## src/rtl/nvdla_pdp_rdma_reg_group_ctrl_if.sv

```systemverilog
// Register-access and group-handshake bundle between software/datapath and the PDP RDMA group controller.
// master drives offsets, write strobes, consumer index and per-group pulses; slave returns read data and state.
interface nvdla_pdp_rdma_reg_group_ctrl_if #(
    parameter int NUM_GROUPS = 2,
    parameter int GRP_W      = 1
);
    logic [11:0]             reg_offset;
    logic [31:0]             reg_wr_data;
    logic                    reg_wr_en;
    logic [31:0]             reg_rd_data;
    logic [GRP_W-1:0]        consumer;
    logic [NUM_GROUPS-1:0]   op_en_set;
    logic [NUM_GROUPS-1:0]   op_done;
    logic [GRP_W-1:0]        producer;
    logic [2*NUM_GROUPS-1:0] grp_status;

    modport master (
        output reg_offset, reg_wr_data, reg_wr_en, consumer, op_en_set, op_done,
        input  reg_rd_data, producer, grp_status
    );

    modport slave (
        input  reg_offset, reg_wr_data, reg_wr_en, consumer, op_en_set, op_done,
        output reg_rd_data, producer, grp_status
    );
endinterface

```

## src/rtl/nvdla_pdp_rdma_reg_group_ctrl.sv

```systemverilog
// Purpose: single-register-space ping-pong group controller (producer pointer, per-group FSM, bad-write counter).
// Latency: reads combinational; writes and group transitions visible one cycle after the triggering input.
// Backpressure: none; every write strobe and group pulse is absorbed in the cycle it is presented.
module nvdla_pdp_rdma_reg_group_ctrl #(
    parameter int NUM_GROUPS = 2,
    parameter int GRP_W      = 1
) (
    input  logic                          nvdla_core_clk,
    input  logic                          nvdla_core_rstn,
    nvdla_pdp_rdma_reg_group_ctrl_if.slave bus
);

    localparam logic [11:0] OFF_STATUS  = 12'h000;
    localparam logic [11:0] OFF_POINTER = 12'h004;
    localparam logic [11:0] OFF_ERR     = 12'h008;

    typedef enum logic [1:0] {
        GRP_IDLE    = 2'd0,
        GRP_PENDING = 2'd1,
        GRP_RUNNING = 2'd2
    } grp_state_e;

    grp_state_e       grp_state_q [NUM_GROUPS];
    grp_state_e       grp_state_d [NUM_GROUPS];
    logic [GRP_W-1:0] producer_q, producer_d;
    logic [7:0]       err_cnt_q, err_cnt_d;
    logic [31:0]      status_word;
    logic [31:0]      pointer_word;
    logic             unused_wr_bits;

    assign unused_wr_bits = ^bus.reg_wr_data[31:GRP_W];

    // Anything other than the pointer or the error register counts as a bad write.
    always_comb begin
        producer_d = producer_q;
        err_cnt_d  = err_cnt_q;
        if (bus.reg_wr_en) begin
            case (bus.reg_offset)
                OFF_POINTER: producer_d = bus.reg_wr_data[GRP_W-1:0];
                OFF_ERR:     err_cnt_d  = 8'd0;
                default: begin
                    if (err_cnt_q != 8'hFF) begin
                        err_cnt_d = err_cnt_q + 8'd1;
                    end
                end
            endcase
        end
    end

    always_comb begin
        for (int g = 0; g < NUM_GROUPS; g++) begin
            grp_state_d[g] = grp_state_q[g];
            case (grp_state_q[g])
                GRP_IDLE: begin
                    if (bus.op_en_set[g]) grp_state_d[g] = GRP_PENDING;
                end
                GRP_PENDING: begin
                    if ((bus.consumer == GRP_W'(g)) && !bus.op_done[g]) grp_state_d[g] = GRP_RUNNING;
                end
                GRP_RUNNING: begin
                    // A re-enable landing with done keeps the group armed rather than idling it.
                    if (bus.op_done[g]) grp_state_d[g] = bus.op_en_set[g] ? GRP_PENDING : GRP_IDLE;
                end
                default: grp_state_d[g] = GRP_IDLE;
            endcase
        end
    end

    always_ff @(posedge nvdla_core_clk or negedge nvdla_core_rstn) begin
        if (!nvdla_core_rstn) begin
            producer_q <= '0;
            err_cnt_q  <= 8'd0;
            for (int g = 0; g < NUM_GROUPS; g++) begin
                grp_state_q[g] <= GRP_IDLE;
            end
        end else begin
            producer_q <= producer_d;
            err_cnt_q  <= err_cnt_d;
            for (int g = 0; g < NUM_GROUPS; g++) begin
                grp_state_q[g] <= grp_state_d[g];
            end
        end
    end

    always_comb begin
        bus.grp_status = '0;
        status_word    = 32'd0;
        for (int g = 0; g < NUM_GROUPS; g++) begin
            bus.grp_status[2*g +: 2] = grp_state_q[g];
            status_word[8*g +: 2]    = grp_state_q[g];
        end
        pointer_word              = 32'd0;
        pointer_word[GRP_W-1:0]   = producer_q;
        pointer_word[16 +: GRP_W] = bus.consumer;
        case (bus.reg_offset)
            OFF_STATUS:  bus.reg_rd_data = status_word;
            OFF_POINTER: bus.reg_rd_data = pointer_word;
            OFF_ERR:     bus.reg_rd_data = {24'd0, err_cnt_q};
            default:     bus.reg_rd_data = 32'd0;
        endcase
    end

    assign bus.producer = producer_q;

endmodule

```

## src/flat_wrapper.sv

```systemverilog
// flat-port wrapper written by rule: the top's interface ports become plain ports
module nvdla_pdp_rdma_reg_group_ctrl_flat 
#(
    parameter int NUM_GROUPS = 2,
    parameter int GRP_W      = 1
)
  (nvdla_core_clk, nvdla_core_rstn, bus_reg_offset, bus_reg_wr_data, bus_reg_wr_en, bus_consumer, bus_op_en_set, bus_op_done, bus_reg_rd_data, bus_producer, bus_grp_status);
  nvdla_pdp_rdma_reg_group_ctrl_if #(.NUM_GROUPS(NUM_GROUPS), .GRP_W(GRP_W)) bus_i ();
  input  logic nvdla_core_clk;
  input  logic nvdla_core_rstn;
  input wire logic [$bits(bus_i.reg_offset)-1:0] bus_reg_offset;
  input wire logic [$bits(bus_i.reg_wr_data)-1:0] bus_reg_wr_data;
  input wire logic [$bits(bus_i.reg_wr_en)-1:0] bus_reg_wr_en;
  input wire logic [$bits(bus_i.consumer)-1:0] bus_consumer;
  input wire logic [$bits(bus_i.op_en_set)-1:0] bus_op_en_set;
  input wire logic [$bits(bus_i.op_done)-1:0] bus_op_done;
  output wire logic [$bits(bus_i.reg_rd_data)-1:0] bus_reg_rd_data;
  output wire logic [$bits(bus_i.producer)-1:0] bus_producer;
  output wire logic [$bits(bus_i.grp_status)-1:0] bus_grp_status;
  assign bus_i.reg_offset = bus_reg_offset;
  assign bus_i.reg_wr_data = bus_reg_wr_data;
  assign bus_i.reg_wr_en = bus_reg_wr_en;
  assign bus_i.consumer = bus_consumer;
  assign bus_i.op_en_set = bus_op_en_set;
  assign bus_i.op_done = bus_op_done;
  assign bus_reg_rd_data = bus_i.reg_rd_data;
  assign bus_producer = bus_i.producer;
  assign bus_grp_status = bus_i.grp_status;
  nvdla_pdp_rdma_reg_group_ctrl #(.NUM_GROUPS(NUM_GROUPS), .GRP_W(GRP_W)) u_core (.nvdla_core_clk(nvdla_core_clk), .nvdla_core_rstn(nvdla_core_rstn), .bus(bus_i));
endmodule
```

## config.mk

```make
export PLATFORM = sky130hd
export DESIGN_NAME = nvdla_pdp_rdma_reg_group_ctrl_flat
export DESIGN_NICKNAME = d
export VERILOG_FILES = /design/src/rtl/nvdla_pdp_rdma_reg_group_ctrl_if.sv /design/src/rtl/nvdla_pdp_rdma_reg_group_ctrl.sv /design/src/flat_wrapper.sv
export SDC_FILE = /design/constraint.sdc
export NUM_CORES = 1
export LEC_CHECK = 0
export ABC_AREA = 0
export CORE_MARGIN = 2
export CORE_UTILIZATION = 34
export CTS_CLUSTER_SIZE = 10
export DETAILED_ROUTE_END_ITERATION = 6
export HOLD_SLACK_MARGIN = 0.08
export PLACE_DENSITY = 0.86
export SLEW_MARGIN = 15
export SYNTH_ARGS = -nofsm -noshare
export SYNTH_HDL_FRONTEND = slang
export SYNTH_SLANG_ARGS = --single-unit
```

## constraint.sdc

```tcl
create_clock -name nvdla_core_clk -period 5.3 [get_ports nvdla_core_clk]
set_input_delay 0.795 -clock nvdla_core_clk [delete_from_list [all_inputs] [get_ports nvdla_core_clk]]
set_output_delay 0.795 -clock nvdla_core_clk [all_outputs]
set_load 0.1 [all_outputs]
```

**Word-level counts from Yosys, hierarchy flattened**

Cells that the tools add are included.

- Add/sub/neg operators: 1
- Multiply operators: 0
- Divide/modulo/power cells: 0
- Order comparisons: 0
- Equality and inequality tests: 13
- Shift-type cells: 0
- Muxes and demuxes: 13
- Bitwise operators: 2
- Reduce and logical (&&, ||, !) cells: 12

Operators with widths:

| operator | count |
|---|---|
| 17-bit one-hot mux with 3 select lines | 1 |
| 8-bit one-hot mux with 2 select lines | 1 |
| 12-bit by 3-bit equality test with 1-bit output, second input constant | 1 |
| 12-bit by 4-bit equality test with 1-bit output, second input constant | 1 |
| 12-bit zero test | 1 |
| 2-bit two-way mux | 6 |
| 2-bit one-hot mux with 3 select lines | 2 |
| 3-bit AND reduction | 3 |
| 8-bit by 1-bit adder with 8-bit output, second input constant | 1 |
| 8-bit two-way mux | 1 |
| 2-bit != test, second input constant | 4 |
| 8-bit != test, second input constant | 1 |
| 2-bit by 1-bit equality test with 1-bit output, second input constant | 2 |
| 2-bit equality test, second input constant | 2 |
| 2-bit zero test | 2 |
| 2-bit by 1-bit != test with 1-bit output, second input constant | 2 |
| 1-bit logical AND | 2 |
| 1-bit zero test | 2 |
| 1-bit two-way mux | 2 |
| 1-bit inverter | 2 |
| 2-bit AND reduction | 1 |
| 2-bit nonzero test | 1 |

- Register bits: 13
- Bits in latches: 0
- RAM bits: 0
- Memory bits (read-only): 0
- Output and inout port bits: 37
- Memories kept: 0

**Longest topological paths before layout**

Gate-level depths: netlist of run 1.

- Depth after elaboration: 4
- Depth in mapped cells: 5
- Depth with buffers taken out: 5

**Worst setup path before layout of run 1**

Ideal clock, no wire load.

- Path kind: in2out
- From: in bus_reg_offset[5]
- To: out bus_reg_rd_data[1]
- Arrival time: 2,702 ps
- Required time: 4,505 ps
- Path slack: 1,803 ps
- Cell stages on the path: 4
- Cells stage by stage: or4_4 -> nor4_4 -> buf_6 -> a22o_1

- Longest elaborated chain between the ends: 2
- Elaborated cells between the ends (all ways): 4
- Classes of those cells: eq/ne (2); mux (1); reduce/logical (1)

Ends and longest elaborated chain:

| what | RTL line | source |
|---|---|---|
| start, declared | flat_wrapper.sv:11 | `input wire logic [$bits(bus_i.reg_offset)-1:0] bus_reg_offset;` |
| 12-bit by 4-bit equality test with 1-bit output (tied with other cells) | nvdla_pdp_rdma_reg_group_ctrl.sv:95 | `case (bus.reg_offset)` |
| 17-bit one-hot mux with 3 select lines (*) | nvdla_pdp_rdma_reg_group_ctrl.sv:95 |  |
| end, declared | flat_wrapper.sv:17 | `output wire logic [$bits(bus_i.reg_rd_data)-1:0] bus_reg_rd_data;` |

Every way passes the cells marked *; elsewhere a longest branch is shown, timed or not.

**Worst setup path in the final report of run 1**

- From: in bus_reg_offset[5]
- To: out bus_reg_rd_data[0]

Same word-level chain as after synthesis.

==> impl_summary.log, run 1 <==
[metrics] buffers inserted by post-CTS timing repair: 0
[metrics] clock buffers created by TritonCTS: 3
[metrics] worst hold path cell count: 1
[metrics] peak clock frequency supported by timing: 259 MHz
[metrics] overall routing resource usage: 0.136
[metrics] worst r2r src: u_core.err_cnt_q[0]$_DFFE_PN0P_
[metrics] number of input and output port buffers inserted: 36
[metrics] buffering stage count on the worst path with inverters included: 3
[metrics] fraction of power spent switching nets: 0.524
[metrics] Most Used Layer, Global Route: met2
[metrics] startpoint types: primary input
[metrics] CTS Hold Buffers Added: 0
[metrics] source of the worst hold timing path: u_core.bus.grp_status[2]$_DFFE_PN0P_
[metrics] met3 global-route usage: 0.0198
[metrics] internal portion of total power: 237 µW
[metrics] leading cell type in the layout, fill and taps excluded: sky130_fd_sc_hd__clkdlybuf4s50_1
[metrics] worst-case reg-to-reg path depth: 5
[metrics] Clock power frac: 0.125
[metrics] Clock Skew: 0.00346 ns
[metrics] Syn Area/Cell: 9.14 µm²
[metrics] placer congestion estimate: 0.770
[metrics] maximum number of pins on one net before global-route repair: 17
[metrics] max-slew violation count: 0
[metrics] Worst R2R End: u_core.err_cnt_q[0]$_DFFE_PN0P_
[metrics] met1 GRT Util: 0.139
[metrics] library cells used by synthesis: 34
[metrics] count of max-cap constraint violations: 0
[metrics] average detailed-routed wire length per instance: 11.7 µm
[metrics] # diodes: 0
[metrics] instance area after placement: 1280 µm²
[metrics] portion of the post-synthesis area used by sequential elements: 0.321
[metrics] Clock H-tree levels: 1
[metrics] number of antenna violations at the first check in global routing: 0
[metrics] Final min period: 3.86 ns
[metrics] Final #Nets: 202
[metrics] Net Sw Power: 260 µW
[metrics] Worst Setup Path Type: primary input to output pin
[metrics] share of post-route cells with drive strength above 1: 0.142
[metrics] critical path data required time: 4.51 ns
[metrics] class of the tightest hold or removal check: register to register
[metrics] cell class contributing the biggest share of worst-path delay: simple AND/OR/NAND/NOR gates
[metrics] number of global-route vias before repair: 858
[metrics] PostCTS Resize Cnt: 0
[metrics] Area contributors post-synth: sky130_fd_sc_hd__dfrtp_1 (32%), sky130_fd_sc_hd__buf_4 (16%), sky130_fd_sc_hd__and2_1 (5.5%)
[metrics] wire length of the first global-routing pass: 3.61 mm
[metrics] crit path cell chain: clkdlybuf4s50_1, or4_4, nor4_4, a222oi_1, inv_1, buf_4
[metrics] number of detailed-route iterations in the first pass: 7
[metrics] setup repair after global routing missed its margin: false
[metrics] critical path endpoint category: output pin
[metrics] static leakage power: 0.595 nW
[metrics] CP arrival: 3.07 ns
[metrics] buffer levels on the longest clock path: 2
[metrics] wire length after detailed routing: 2.10 mm
[metrics] netlist area before placement: 1010 µm²
[metrics] ports placed on the boundary: 89
[metrics] crit path max fanout: 16
[metrics] setup_tns: 0 ns
[metrics] share of power burned in combinational logic: 0.502
[metrics] share of the synthesized area in the top cell type: 0.321
[metrics] grt met2 use: 0.268
[metrics] number of setup violations in the final report: 0
[metrics] critical path depth: 6
[metrics] via count: 875
[metrics] latest clock arrival within the worst-skew pair: 0.27 ns
[metrics] core outline area: 2810 µm²
[metrics] most frequent cells in the layout: sky130_fd_sc_hd__clkdlybuf4s50_1 (25), sky130_fd_sc_hd__conb_1 (21), sky130_fd_sc_hd__dfrtp_1 (13)
[metrics] Cells after Synth: 111
[metrics] drt drc: 2
[metrics] number of placement rows: 19
[metrics] run status: finished, violations left
[metrics] power share of the sequential group: 0.373
[metrics] largest incremental delay on the critical path: 0.67 ns
[metrics] via-per-instance ratio: 4.89
[metrics] number of DRC markers after the initial detailed-route iteration: 20
[metrics] Area Growth Syn to Fin: 28.9%
[metrics] number of endpoints with negative hold slack in the final report: 0
[metrics] clock tree from TritonCTS: built
[metrics] failing checks: DRC
[metrics] Final Cycle Share: 0.728
[metrics] Root Buffer: sky130_fd_sc_hd__clkbuf_4
[metrics] maximum VDD drop: 0.189 mV
[metrics] DPL Wire Length: 1.75 mm
[metrics] worst hold path endpoint: u_core.bus.grp_status[2]$_DFFE_PN0P_
[metrics] Pwr per Cell Area: 381 nW/µm²
[metrics] Yosys Warn Count: 0
[metrics] residual overflow from global routing: 0
[metrics] library cell contributing the largest single delay on the critical path: sky130_fd_sc_hd__nor4_4
[metrics] y dimension of the die: 58.6 µm
[metrics] clock-pin slew of the registers on the worst-case setup and hold paths: 0.08 ns
[metrics] design area: 1310 µm²
[metrics] number of synthesized register bits: 13
[metrics] slew at the pin closest to its max-slew limit: 0.967 ns
[metrics] cell accounting for the most synthesized area: sky130_fd_sc_hd__dfrtp_1
[metrics] floorplan die width: 58.6 µm
[metrics] antenna-violating nets left: 0
[metrics] reg-to-reg slack, setup: 3.52 ns
[metrics] Die ar.: 3440 µm²
[metrics] starting utilization of the core area: 0.362
[metrics] TritonCTS sink count: 13
[metrics] Relative slew margins: 0.353
[stage by stage]
stage / cells / worst slack (ns) / power, mW / hold slack, ns / utilization
global route: 179 / 1.29 / 0.530 / 0.573 / 0.466
finish: 179 / 1.44 / 0.498 / 0.545 / 0.466
global placement: 175 / 1.44 / 0.427 / 0.525 / 0.457
detailed placement: 175 / 1.42 / 0.438 / 0.533 / 0.457
floorplan: 131 / 1.80 / 0.389 / 0.499 / -
CTS: 179 / 1.43 / 0.500 / 0.550 / 0.466
[worst register-to-register path: stages, from the launching register on]
cell	delay, ns
sky130_fd_sc_hd__dfrtp_1	0.40
sky130_fd_sc_hd__ha_1	0.26
sky130_fd_sc_hd__and4_1	0.29
sky130_fd_sc_hd__nand4_1	0.21
sky130_fd_sc_hd__nor3b_1	0.22
sky130_fd_sc_hd__mux2_2	0.29
[how the worst max path moves through the flow]
stage | endpoint | startpoint | slack [ns]
detailed placement | bus_reg_rd_data[0] | bus_reg_offset[5] | 1.42
floorplan | bus_reg_rd_data[1] | bus_reg_offset[5] | 1.80
global placement | bus_reg_rd_data[0] | bus_reg_offset[5] | 1.44
CTS | bus_reg_rd_data[0] | bus_reg_offset[5] | 1.43
global route | bus_reg_rd_data[0] | bus_reg_offset[5] | 1.29
finish | bus_reg_rd_data[0] | bus_reg_offset[5] | 1.44
[cells in the mapped netlist, drive strengths merged]
library cell,count
nor3,1
dfrtp,13
mux2,3
conb,1
a22o,2
a222oi,1
o22ai,2
a21oi,6
nand3,3
ha,1
nand4,1
or2,1
nor3b,1
o21bai,1
buf,23
and4,1
or4,2
o22a,6
a31oi,3
o21ai,2
nor2b,1
nand2,4
and3,2
and2,9
inv,5
mux2i,1
o41ai,1
nor2,9
nor4b,1
nand2b,2
nor4,2
[layout make-up]
cell class,count,area (µm²)
Timing Repair Buffer,36,333
Sequential cell,13,325
Inverter,5,18.8
Tap cell,31,38.8
Fill cell,256,1500
Clock buffer,4,26.3
Multi-Input combinational cell,90,566
[flip-flops by register name, summed over array words and instances (netlist names)]
register and flops:
u_core.err_cnt_q 8, u_core.bus.grp_status 4, u_core.bus.producer 1
[kinds of logic after synthesis]
group,after synthesis,share of synthesized area
compound gates,24,0.184
fa+ha+maj,1,0.0123
buf+inv,28,0.196
other cells,1,0.00370
flops,13,0.321
mux,4,0.0432
simple gates,40,0.240
[power by group through the flow]
stage	registers, mW	clock network, mW	logic (mW)
floorplan	0.240	0	0.149
global placement	0.183	0	0.244
detailed placement	0.187	0	0.251
CTS	0.185	0.0637	0.251
global route	0.194	0.0703	0.266
finish	0.186	0.0620	0.250
[metal layers]
layer / share of wire / vias to the layer above
met5: 0 / -
met4: 0.020 / 0
met3: 0.041 / 6
met2: 0.57 / 24
met1: 0.37 / 413
li1: - / 432
(Power assumes the default switching activity.)
==> inputs of run 2 (changes only) <==
CORE_UTILIZATION = 28   (was 34)
PLACE_DENSITY = 0.76   (was 0.86)
clock period = 3.22 ns   (was 5.3 ns; I/O delays follow)
==> impl_summary.log, run 2 (synthesis gave the netlist of run 1 again) <==
[metrics] class of the tightest hold or removal check: register to register
[metrics] flip-flop count of the largest register after layout: 8
[metrics] Root Buffer: sky130_fd_sc_hd__clkbuf_4
[metrics] setup_tns: 0 ns
[metrics] worst-case reg-to-reg path depth: 5
[metrics] wire length of the first global-routing pass: 3.33 mm
[metrics] number of endpoints with negative hold slack in the final report: 0
[metrics] reg-to-reg slack, setup: 1.47 ns
[metrics] placer congestion estimate: 0.706
[metrics] maximum VDD drop: 0.289 mV
[metrics] worst setup margin: 0.322 ns
[metrics] design area: 1480 µm²
[metrics] Worst Setup Path Type: primary input to output pin
[metrics] end point of the critical path: bus_reg_rd_data[7]
[metrics] share of post-route cells with drive strength above 1: 0.185
[metrics] critical path data required time: 2.74 ns
[metrics] cell class contributing the biggest share of worst-path delay: simple AND/OR/NAND/NOR gates
[metrics] floorplan die width: 64.2 µm
[metrics] max-slew violation count: 0
[metrics] count of max-cap constraint violations: 0
[metrics] Final Cycle Share: 0.900
[metrics] setup repair after global routing missed its margin: false
[metrics] library cell contributing the largest single delay on the critical path: sky130_fd_sc_hd__or4_4
[metrics] Worst R2R End: u_core.err_cnt_q[0]$_DFFE_PN0P_
[metrics] number of setup violations in the final report: 0
[metrics] buffer levels on the longest clock path: 2
[metrics] clock tree from TritonCTS: built
[metrics] Clock Skew: 0.00301 ns
[metrics] launch point of the critical path: bus_reg_offset[5]
[metrics] Clock H-tree levels: 1
[metrics] area occupied by registers: 325 µm²
[metrics] buffers inserted by post-CTS timing repair: 0
[metrics] antenna-violating nets left: 0
[metrics] critical path endpoint category: output pin
[metrics] critical path depth: 6
[metrics] number of input and output port buffers inserted: 36
[metrics] number of detailed-route iterations in the first pass: 4
[metrics] core outline area: 3420 µm²
[metrics] number of inserted filler cells in the final layout: 342
[metrics] clock-pin slew of the registers on the worst-case setup and hold paths: 0.08 ns
[metrics] number of global-route vias before repair: 748
[metrics] number of antenna violations at the first check in global routing: 0
[metrics] smallest hold slack: 0.538 ns
[metrics] starting utilization of the core area: 0.297
[metrics] register with the highest flop count: u_core.err_cnt_q
[metrics] via count: 854
[metrics] Area Growth Syn to Fin: 45.5%
[metrics] number of DRC markers after the initial detailed-route iteration: 35
[metrics] Die ar.: 4120 µm²
[metrics] clock buffers created by TritonCTS: 3
[metrics] startpoint types: primary input
[metrics] instance area after placement: 1450 µm²
[metrics] largest incremental delay on the critical path: 0.59 ns
[metrics] peak clock frequency supported by timing: 345 MHz
[metrics] Pwr per Cell Area: 546 nW/µm²
[metrics] wire length after detailed routing: 2.02 mm
[metrics] Relative slew margins: 0.358
[metrics] latest clock arrival within the worst-skew pair: 0.27 ns
[metrics] run status: completed
[metrics] ports placed on the boundary: 89
[metrics] PostCTS Resize Cnt: 0
[metrics] via-per-instance ratio: 4.34
[metrics] static leakage power: 0.645 nW
[metrics] DPL Wire Length: 1.70 mm
[metrics] # diodes: 0
[metrics] utilization after layout: 0.432
[metrics] Final #Nets: 205
[metrics] CP arrival: 2.42 ns
[metrics] drt drc: 0
[metrics] average detailed-routed wire length per instance: 10.2 µm
[metrics] maximum number of pins on one net before global-route repair: 15
[metrics] y dimension of the die: 64.2 µm
[metrics] most frequent cells in the layout: sky130_fd_sc_hd__conb_1 (21), sky130_fd_sc_hd__clkdlybuf4s50_1 (21), sky130_fd_sc_hd__dfrtp_1 (13)
[metrics] residual overflow from global routing: 0
[metrics] placement-stage worst setup slack: 0.308 ns
[metrics] slew at the pin closest to its max-slew limit: 0.960 ns
[metrics] overall routing resource usage: 0.106
[metrics] number of placement rows: 21
[metrics] area of combinational cells with multiple inputs: 566 µm²
[metrics] CTS Hold Buffers Added: 0
[metrics] crit path max fanout: 14
[metrics] buffering stage count on the worst path with inverters included: 3
[metrics] crit path cell chain: clkdlybuf4s50_1, or4_4, nor4_4, buf_4, and2_1, buf_12
[metrics] worst r2r src: u_core.err_cnt_q[0]$_DFFE_PN0P_
[metrics] TritonCTS sink count: 13
[metrics] worst hold path cell count: 1
[metrics] Final min period: 2.90 ns
[run 2: cell types whose count changed in the layout (fill, tap and decap cells not counted)]
cell / delta
sky130_fd_sc_hd__buf_12: +11
sky130_fd_sc_hd__buf_4: -4
sky130_fd_sc_hd__clkdlybuf4s50_1: -4
[run 2: metal layers]
layer / share of wire / track usage / vias to the layer above
met2: 0.53 / 0.172 / 20
li1: - / - / 437
met1: 0.41 / 0.121 / 393
met4: 0.016 / 0.0559 / 0
met3: 0.038 / 0.0370 / 4
met5: 0 / 0 / -
[run 2: metrics by stage]
stage / total power, mW / cells
finish: 0.806 / 197
CTS: 0.817 / 197
global placement: 0.704 / 193
floorplan: 0.640 / 131
detailed placement: 0.711 / 193
global route: 0.859 / 197
[run 2: worst min path at each step]
stage / endpoint / slack [ns] / start
floorplan: u_core.bus.grp_status[0]$_DFFE_PN0P_ / 0.19 / nvdla_core_rstn
global placement: u_core.bus.producer$_DFFE_PN0P_ / 0.52 / u_core.bus.producer$_DFFE_PN0P_
detailed placement: u_core.bus.producer$_DFFE_PN0P_ / 0.52 / u_core.bus.producer$_DFFE_PN0P_
CTS: u_core.bus.grp_status[2]$_DFFE_PN0P_ / 0.55 / u_core.bus.grp_status[2]$_DFFE_PN0P_
global route: u_core.bus.grp_status[0]$_DFFE_PN0P_ / 0.57 / u_core.bus.grp_status[0]$_DFFE_PN0P_
finish: u_core.bus.grp_status[2]$_DFFE_PN0P_ / 0.54 / u_core.bus.grp_status[2]$_DFFE_PN0P_
[run 2: power by group]
| group | internal [mW] | switching (mW) | total [mW] |
|---|---|---|---|
| sequential | 0.223 | 0.0790 | 0.302 |
| combinational | 0.115 | 0.287 | 0.403 |
| clock | 0.0480 | 0.0535 | 0.101 |
| total | 0.386 | 0.420 | 0.806 |
[run 2: cell type report]
cell class,count,share of cell area
Multi-Input combinational cell,90,0.383
Timing Repair Buffer,39,0.327
Sequential cell,13,0.220
Tap cell,46,0.0390
Clock buffer,4,0.0178
Inverter,5,0.0127
[run 2: worst register-to-register path: cells and delay by family, from the launching register on]
kind          cells  cell delay [ns]
fa+ha+maj         1             0.25
simple gates      3             0.72
mux               1             0.28
flops             1             0.40
